[src/rtl/avg_frame_ctrl.sv]
// avg_frame_ctrl: sequences one AVG vector frame from CPU start request
// through AVG run, line-queue drain, vsync wait and framebuffer swap.
//
// state   | meaning
// --------+---------------------------------------------------------------
// IDLE    | no frame in progress; waits for cpu_vggo or a pending request
// START   | avg_vggo held high for GO_HOLD cycles; avg_halted ignored
// RUN     | AVG drawing; watchdog running; queue drained as lines appear
// DRAIN   | AVG halted (or timed out); empty the line queue
// WAIT_VS | queue empty; wait for a vsync rising edge
// SWAP    | one-cycle framebuffer swap, frame_count advances
module avg_frame_ctrl #(
  parameter int GO_HOLD     = 16,
  parameter int WDOG_CYCLES = 65535
) (
  input  logic       clk_in,
  input  logic       rst,
  input  logic       cpu_vggo,
  input  logic       vsync,
  input  logic       avg_halted,
  output logic       avg_vggo,
  input  logic       q_empty,
  output logic       q_read,
  output logic       draw_valid,
  input  logic       draw_ready,
  output logic       buf_swap,
  output logic       busy,
  output logic       timeout_err,
  output logic [7:0] frame_count
);

  localparam int GO_W = (GO_HOLD > 1) ? $clog2(GO_HOLD) : 1;
  localparam int WD_W = (WDOG_CYCLES > 1) ? $clog2(WDOG_CYCLES) : 1;
  localparam logic [GO_W-1:0] GO_LAST = GO_W'(GO_HOLD - 1);
  localparam logic [WD_W-1:0] WD_LAST = WD_W'(WDOG_CYCLES - 1);

  typedef enum logic [2:0] {
    IDLE    = 3'd0,
    START   = 3'd1,
    RUN     = 3'd2,
    DRAIN   = 3'd3,
    WAIT_VS = 3'd4,
    SWAP    = 3'd5
  } state_t;

  state_t          state;
  state_t          state_nxt;
  logic            pending;
  logic            pending_nxt;
  logic [GO_W-1:0] go_cnt;
  logic [WD_W-1:0] wdog;
  logic            vsync_q;
  logic            vsync_rise;
  logic            timeout_hit;

  // A vsync level already high when we arrive in WAIT_VS is not an edge,
  // because vsync_q has been tracking it all along.
  assign vsync_rise = vsync & ~vsync_q;

  // Next-state, request bookkeeping and the combinational drain handshake.
  always_comb begin
    state_nxt   = state;
    pending_nxt = pending;
    timeout_hit = 1'b0;
    draw_valid  = 1'b0;
    q_read      = 1'b0;
    case (state)
      IDLE: begin
        if (cpu_vggo || pending) begin
          state_nxt   = START;
          pending_nxt = 1'b0;
        end
      end
      START: begin
        if (go_cnt == '0) state_nxt = RUN;
      end
      RUN: begin
        draw_valid = !q_empty;
        q_read     = draw_valid && draw_ready;
        // A halt on the watchdog's last cycle is a normal finish, not a timeout.
        if (avg_halted) begin
          state_nxt = DRAIN;
        end else if (wdog == WD_LAST) begin
          state_nxt   = DRAIN;
          timeout_hit = 1'b1;
        end
      end
      DRAIN: begin
        draw_valid = !q_empty;
        q_read     = draw_valid && draw_ready;
        if (q_empty) state_nxt = WAIT_VS;
      end
      WAIT_VS: begin
        if (vsync_rise) state_nxt = SWAP;
      end
      SWAP: begin
        if (pending) begin
          state_nxt   = START;
          pending_nxt = 1'b0;
        end else begin
          state_nxt = IDLE;
        end
      end
      default: state_nxt = IDLE;
    endcase
    // Outside IDLE a request is parked in a single bit; extras collapse into it.
    if (cpu_vggo && (state != IDLE)) pending_nxt = 1'b1;
  end

  // State, timers, vsync history and registered outputs.
  always_ff @(posedge clk_in) begin
    if (rst) begin
      state       <= IDLE;
      pending     <= 1'b0;
      go_cnt      <= GO_LAST;
      wdog        <= '0;
      vsync_q     <= 1'b0;
      timeout_err <= 1'b0;
      frame_count <= 8'd0;
      avg_vggo    <= 1'b0;
      buf_swap    <= 1'b0;
      busy        <= 1'b0;
    end else begin
      state       <= state_nxt;
      pending     <= pending_nxt;
      go_cnt      <= (state == START) ? go_cnt - GO_W'(1) : GO_LAST;
      wdog        <= (state == RUN) ? wdog + WD_W'(1) : '0;
      vsync_q     <= vsync;
      if (timeout_hit) timeout_err <= 1'b1;
      if (state_nxt == SWAP) frame_count <= frame_count + 8'd1;
      avg_vggo    <= (state_nxt == START);
      buf_swap    <= (state_nxt == SWAP);
      busy        <= (state_nxt != IDLE);
    end
  end

endmodule

[config.mk]
export PLATFORM = sky130hd
export DESIGN_NAME = avg_frame_ctrl
export DESIGN_NICKNAME = d
export VERILOG_FILES = /design/src/rtl/avg_frame_ctrl.sv
export SDC_FILE = /design/constraint.sdc
export NUM_CORES = 1
export LEC_CHECK = 0
export ABC_AREA = 1
export BUFFER_PORTS_ARGS = -buffer_cell sky130_fd_sc_hd__buf_4
export CAP_MARGIN = 30
export CORE_AREA = 2 2 67 69
export CTS_CLUSTER_SIZE = 14
export DETAILED_ROUTE_END_ITERATION = 6
export DIE_AREA = 0 0 69 71
export GPL_TIMING_DRIVEN = 0
export PLACE_DENSITY = 0.65
export SYNTH_ARGS = -nofsm -noshare
export SYNTH_HDL_FRONTEND = slang
export SYNTH_SLANG_ARGS = --single-unit
export TNS_END_PERCENT = 100
[constraint.sdc]
create_clock -name clk_in -period 1.9 [get_ports clk_in]
set_clock_uncertainty 0.1 [all_clocks]
set_input_delay 0.38 -clock clk_in [delete_from_list [all_inputs] [get_ports clk_in]]
set_output_delay 0.38 -clock clk_in [all_outputs]
set_load 0.03 [all_outputs]
==> qor.csv, run 1 <==
stage,metric,value,unit
run_status,status,"finished, final reports clean",
pwr,seqPwrFrac,57.4,%
timing,drv_slew,0,
finish,diodes,0,
drt,drc,0,
synthesis,yosysUniqueCellTypes,32,
pwr,pwr-share-comb,4.6,%
setup_path,cp.arrival,1290,ps
setup_path,r2r-start,wdog[0],
pwr,p_leak,0.867,nW
synthesis,syn-num-nets,260,
setup_path,critPathTopFamily,flip-flops,
floorplan,die_y,71,um
placed_design,gp_congestion,0.762,
global_routing,antenna_found_initial,0,
cts,cts-htree-levels,2,
setup_path,cp_slowest_stage_delay,480,ps
worst_hold_path,hold_end,vsync_q,
global_routing,top_usage_layer,met2,
timing,worst_slew_pin_slew,455,ps
timing,hold_violations,0,
setup_path,start_kind,flip-flop,
cts,cts_buffer_depth,2,
drt,via_per_inst,4.81,
timing,hold_slack,196,ps
setup_path,slowest_stage,dfxtp_1,
cts,cts_resized,0,
pwr,p_per_area,658,nW/um^2
floorplan,design.die.area,4900,um^2
cts,cts_buffers,5,
floorplan,die_x,69,um
finish,final_common_cell,nand2_1,
timing,min_period,1770,ps
finish,drive_gt1_share,18.8,%
timing,rsz0062_at_grt,no,
setup_path,critical_path_class,flip-flop to primary output,
cts,cts_setup_buffers,0,
timing,final-setup-viol-count,0,
setup_path,crit_path_end_kind,primary output,
cts,cts.sinks,37,
drt,routed_wl,3410,um
global_routing,grt_pass1_vias,1435,
timing,fmax,0.565,GHz
drt,avgRoutedWirePerCell,10.4,um
floorplan,rows,24,
cts,cts_hold_buf,0,
drt,first_pass_iters,5,
global_routing,met1_usage,20.1,%
timing,period_share,93.1,%
finish,syn_to_final_growth,16.8,%
global_routing,track_usage,15.7,%
synthesis,synth_area,1800,um^2
synthesis,yosysWarningCount,0,
global_routing,grt_max_degree,12,
setup_path,reg2regPathDepth,8,
pwr,p_clk_share,38.0,%
floorplan,coreArea,4200,um^2
flow_run,maxCapViolCount,0,
finish,nets,287,
worst_hold_path,holdCritStartpoint,vsync,
floorplan,num_io_pins,21,
setup_path,path_cells,"inv_2, nor3_2, and2_1, buf_4",
floorplan,initial_core_util,42.8,%
pwr,swShare,23.0,%
synthesis,syn_area_per_cell,7.23,um^2
global_routing,overflow,0,
worst_hold_path,holdPathStages,3,
cts,clock_latency,290,ps
drt,ant_nets,0,
placed_design,io_buffers,20,
setup_path,critical_path.max_fanout,6,
setup_path,regToRegEndpoint,wdog[8],
timing,setup_tns,0,ps
cts,cts_tree,built,
worst_hold_path,holdCritPathClass,input pin to flip-flop,
drt,num_vias,1583,
pwr,p_sw,0.317,mW
cts,clk_pin_slew,70,ps
drt,drtIter0Drc,68,
setup_path,crit_required,1420,ps
finish,layout_common_cells,"nand2_1, dfxtp_1, nor2_1, inv_1, buf_4",
synthesis,yosysSeqAreaShare,41.2,%
cts,root_buffer,clkbuf_8,
setup_path,crit_buf_inv,2,
pwr,peakVddDrop,0.000480,V
synthesis,syn_inst,249,
global_routing,grt.met3_usage,4.70,%
pwr,p_int,1.06,mW
setup_path,r2r_slack,350,ps
synthesis,ys_seq_elements,37,
global_routing,grtUsageMet2,25.2,%
placed_design,hpwl,2570,um
timing,maxSlewHeadroom,69.6,%
global_routing,grt_pass1_wl,6240,um
how the worst max path moves through the flow:
stage | startpoint | end | slack (ps) | depth (start not counted)
floorplan | state[1] | q_read | 110 | 3
global placement | wdog[0] | wdog[8] | 380 | 8
detailed placement | wdog[0] | wdog[8] | 350 | 8
CTS | state[1] | q_read | 120 | 4
global route | state[1] | q_read | 60 | 4
finish | state[1] | q_read | 130 | 4
flip-flops by register name, indices dropped and copies added, names as in the netlist:
signal       flops
buf_swap         1
frame_count      8
go_cnt           4
avg_vggo         1
pending          1
vsync_q          1
state            3
busy             1
timeout_err      1
wdog            16
cell families after synthesis:
| group | after synthesis | synth area share (%) |
|---|---|---|
| buffers and inverters | 36 | 8.21 |
| AO/OA/AOI/OAI | 30 | 9.46 |
| flip-flops | 37 | 41.2 |
| adder cells (fa/ha/maj) | 4 | 2.78 |
| XOR/XNOR | 4 | 1.95 |
| AND/OR/NAND/NOR | 138 | 36.4 |
power by group through the flow:
stage                     Combinational (mW)  Sequential (mW)  Clock (mW)
final                                 0.0641            0.793       0.525
after detailed placement              0.0647            0.811           0
after global routing                  0.0734            0.794       0.593
after CTS                             0.0649            0.793       0.547
after global placement                0.0645            0.811           0
after floorplan                       0.0320            0.819           0
routing by layer:
layer | part of all wire (%) | routed length [um]
met1 | 49 | 1670
met2 | 45 | 1550
met3 | 4.2 | 142
met4 | 1.7 | 57
met5 | 0 | 0
synth_stat cells:
| cell | instances | area share (%) |
|---|---|---|
| inv_1 | 29 | 6.0 |
| nand2_1 | 62 | 13 |
| dfxtp_1 | 37 | 41 |
| inv_2 | 3 | 0.63 |
| xor2_1 | 1 | 0.49 |
| nor3_4 | 3 | 2.7 |
| and3_1 | 1 | 0.35 |
| nand3_2 | 2 | 1.1 |
| nor2_4 | 1 | 0.63 |
| clkbuf_1 | 1 | 0.21 |
| nor3_1 | 7 | 1.9 |
| a21oi_2 | 4 | 1.9 |
| buf_6 | 1 | 0.63 |
| o211ai_1 | 1 | 0.42 |
| clkinv_4 | 1 | 0.49 |
| nand2_2 | 2 | 0.70 |
| a21oi_1 | 14 | 3.9 |
| nor4_1 | 1 | 0.35 |
| nor2_1 | 33 | 6.9 |
| o21ai_1 | 2 | 0.56 |
| ha_1 | 4 | 2.8 |
| xnor2_1 | 3 | 1.5 |
| or2_2 | 5 | 1.7 |
| nand3_1 | 12 | 3.3 |
| nand2_4 | 2 | 1.3 |
| and2_1 | 1 | 0.35 |
| nand4_1 | 5 | 1.7 |
| clkinv_1 | 1 | 0.21 |
| nor3b_1 | 1 | 0.42 |
| o21ai_0 | 7 | 1.9 |
| a31oi_1 | 1 | 0.35 |
| o22ai_1 | 1 | 0.35 |
stage by stage:
stage	setup slack (ps)	area (um^2)	power, mW	cells	utilization (%)
final	130	2100	1.38	329	50.0
after global routing	55.5	2100	1.46	329	50.0
after CTS	120	2100	1.40	329	50.0
after detailed placement	353	2020	0.876	321	48.0
after global placement	376	2020	0.876	321	48.0
after floorplan	109	1800	0.851	249	-
tightest hold or removal path: cells and delay by family:
family | cells | cell delay (ps)
buffers and inverters | 2 | 110
AND/OR/NAND/NOR | 1 | 60
area by class of cell:
| type | instances | area (um^2) |
|---|---|---|
| clock inverters | 2 | 10.0 |
| plain buffers | 2 | 15.0 |
| fillers | 441 | 2100 |
| well taps | 52 | 65.1 |
| multi-input cells | 176 | 916 |
| inverters | 34 | 133 |
| repair buffers | 20 | 150 |
| clock buffers | 6 | 72.6 |
| flip-flops and latches | 37 | 741 |
(Power assumes the default switching activity.)
==> inputs of run 2 (changes only) <==
GPL_TIMING_DRIVEN = default   (was 0)
==> run 2 against run 1 <==
Against the previous run: flip-flop and latch count stayed put; register-to-register slack is essentially flat; count of clock-buffer cells in the layout is 1 lower; largest power group is now clock; core utilization rose by 1.0 points.
==> qor.csv, run 2 (same netlist as run 1, synthesis figures left out) <==
stage,metric,value,unit
setup_path,cp.arrival,1280,ps
pwr,p_leak,0.887,nW
cts,clk_pin_slew,80,ps
setup_path,critical_path.max_fanout,6,
worst_hold_path,holdCritStartpoint,vsync,
floorplan,die_x,69,um
floorplan,design.die.area,4900,um^2
pwr,power,1.66,mW
flow_run,maxCapViolCount,0,
global_routing,overflow,0,
cts,cts_tree,built,
drt,first_pass_iters,4,
placed_design,io_buffers,20,
timing,hold_slack,214,ps
setup_path,critical_path_class,flip-flop to primary output,
finish,largest_register_ffs,16,
cts,cts_buffers,5,
timing,worst_slack,138,ps
worst_hold_path,holdCritPathClass,input pin to flip-flop,
finish,drive_gt1_share,19.2,%
timing,final-setup-viol-count,0,
global_routing,grt_pass1_wl,5890,um
floorplan,die_y,71,um
placed_design,gp_congestion,0.802,
drt,num_vias,1596,
placed_design,hpwl,2520,um
setup_path,crit_start,state[1],
drt,routed_wl,3400,um
finish,layout_common_cells,"nand2_1, dfxtp_1, nor2_1, inv_1, buf_4",
finish,reg.largest.list,"wdog: 16 flops, frame_count: 8 flops, go_cnt: 4 flops",
global_routing,track_usage,14.5,%
cts,cts_buffer_depth,2,
drt,drtIter0Drc,80,
pwr,peakVddDrop,0.000368,V
floorplan,rows,24,
setup_path,path_cells,"inv_2, nor3_2, and2_1, buf_4",
floorplan,initial_core_util,42.8,%
cts,cts.sinks,37,
cts,cts-htree-levels,2,
placed_design,pre_cts_ws,365,ps
cts,root_buffer,clkbuf_8,
setup_path,slowest_stage,dfxtp_1,
global_routing,grt_max_degree,16,
timing,rsz0062_at_grt,no,
setup_path,r2r-start,wdog[0],
finish,syn_to_final_growth,19.3,%
timing,hold_violations,0,
cts,cts_setup_buffers,0,
timing,setup_tns,0,ps
timing,drv_slew,0,
cts,clock_latency,280,ps
drt,ant_nets,0,
global_routing,grt_pass1_vias,1373,
pwr,p_per_area,772,nW/um^2
setup_path,crit_path_end_kind,primary output,
global_routing,antenna_found_initial,0,
finish,diodes,0,
timing,fmax,0.568,GHz
floorplan,num_io_pins,21,
timing,maxSlewHeadroom,77.1,%
drt,drc,0,
timing,min_period,1760,ps
setup_path,cp_slowest_stage_delay,470,ps
run_status,status,"finished, final reports clean",
finish,nets,286,
drt,avgRoutedWirePerCell,10.4,um
cts,cts_resized,0,
setup_path,r2r_slack,350,ps
cts,cts_hold_buf,0,
setup_path,crit_required,1420,ps
floorplan,coreArea,4200,um^2
setup_path,start_kind,flip-flop,
drt,via_per_inst,4.87,
timing,worst_slew_pin_slew,342,ps
finish,final_common_cell,nand2_1,
timing,period_share,92.7,%
finish,top_register,wdog,
## run 2: worst max-delay path: cells and delay by family (launching register included)
family	cells	cell delay, ps
buffers and inverters	2	250
AND/OR/NAND/NOR	2	280
flip-flops	1	470
## run 2: cell type report
| cell class | count | area (um^2) |
|---|---|---|
| multi-input cells | 176 | 916 |
| repair buffers | 21 | 158 |
| flip-flops and latches | 37 | 741 |
| well taps | 52 | 65.1 |
| inverters | 34 | 133 |
| clock buffers | 5 | 68.8 |
| fillers | 433 | 2060 |
| clock inverters | 3 | 65.1 |
## run 2: stage by stage
step	instance area [um^2]	instances	utilization, %
floorplan	1800	249	-
global placement	2010	320	47.9
detailed placement	2010	320	47.9
global route	2150	328	51.0
finish	2150	328	51.0
CTS	2150	328	51.0
## run 2: worst paths after layout
path                             endpoint  depth (start not counted)
worst min-delay path              vsync_q                          3
worst max-delay path               q_read                          4
worst max register to register   wdog[10]                          8
worst min register to register  go_cnt[0]                          1
## run 2: power breakdown
group / switching, mW / total [mW] / internal [mW]
registers: 0.00806 / 0.793 / 0.785
clock network: 0.277 / 0.799 / 0.522
logic: 0.0385 / 0.0650 / 0.0264
## run 2: routing by layer
metal | up-vias | share of wire, % | GRT usage, %
li1 | 849 | - | -
met1 | 721 | 50 | 18.9
met2 | 23 | 45 | 23.9
met3 | 3 | 4.0 | 4.56
met4 | 0 | 0.50 | 2.61
met5 | - | 0 | 0
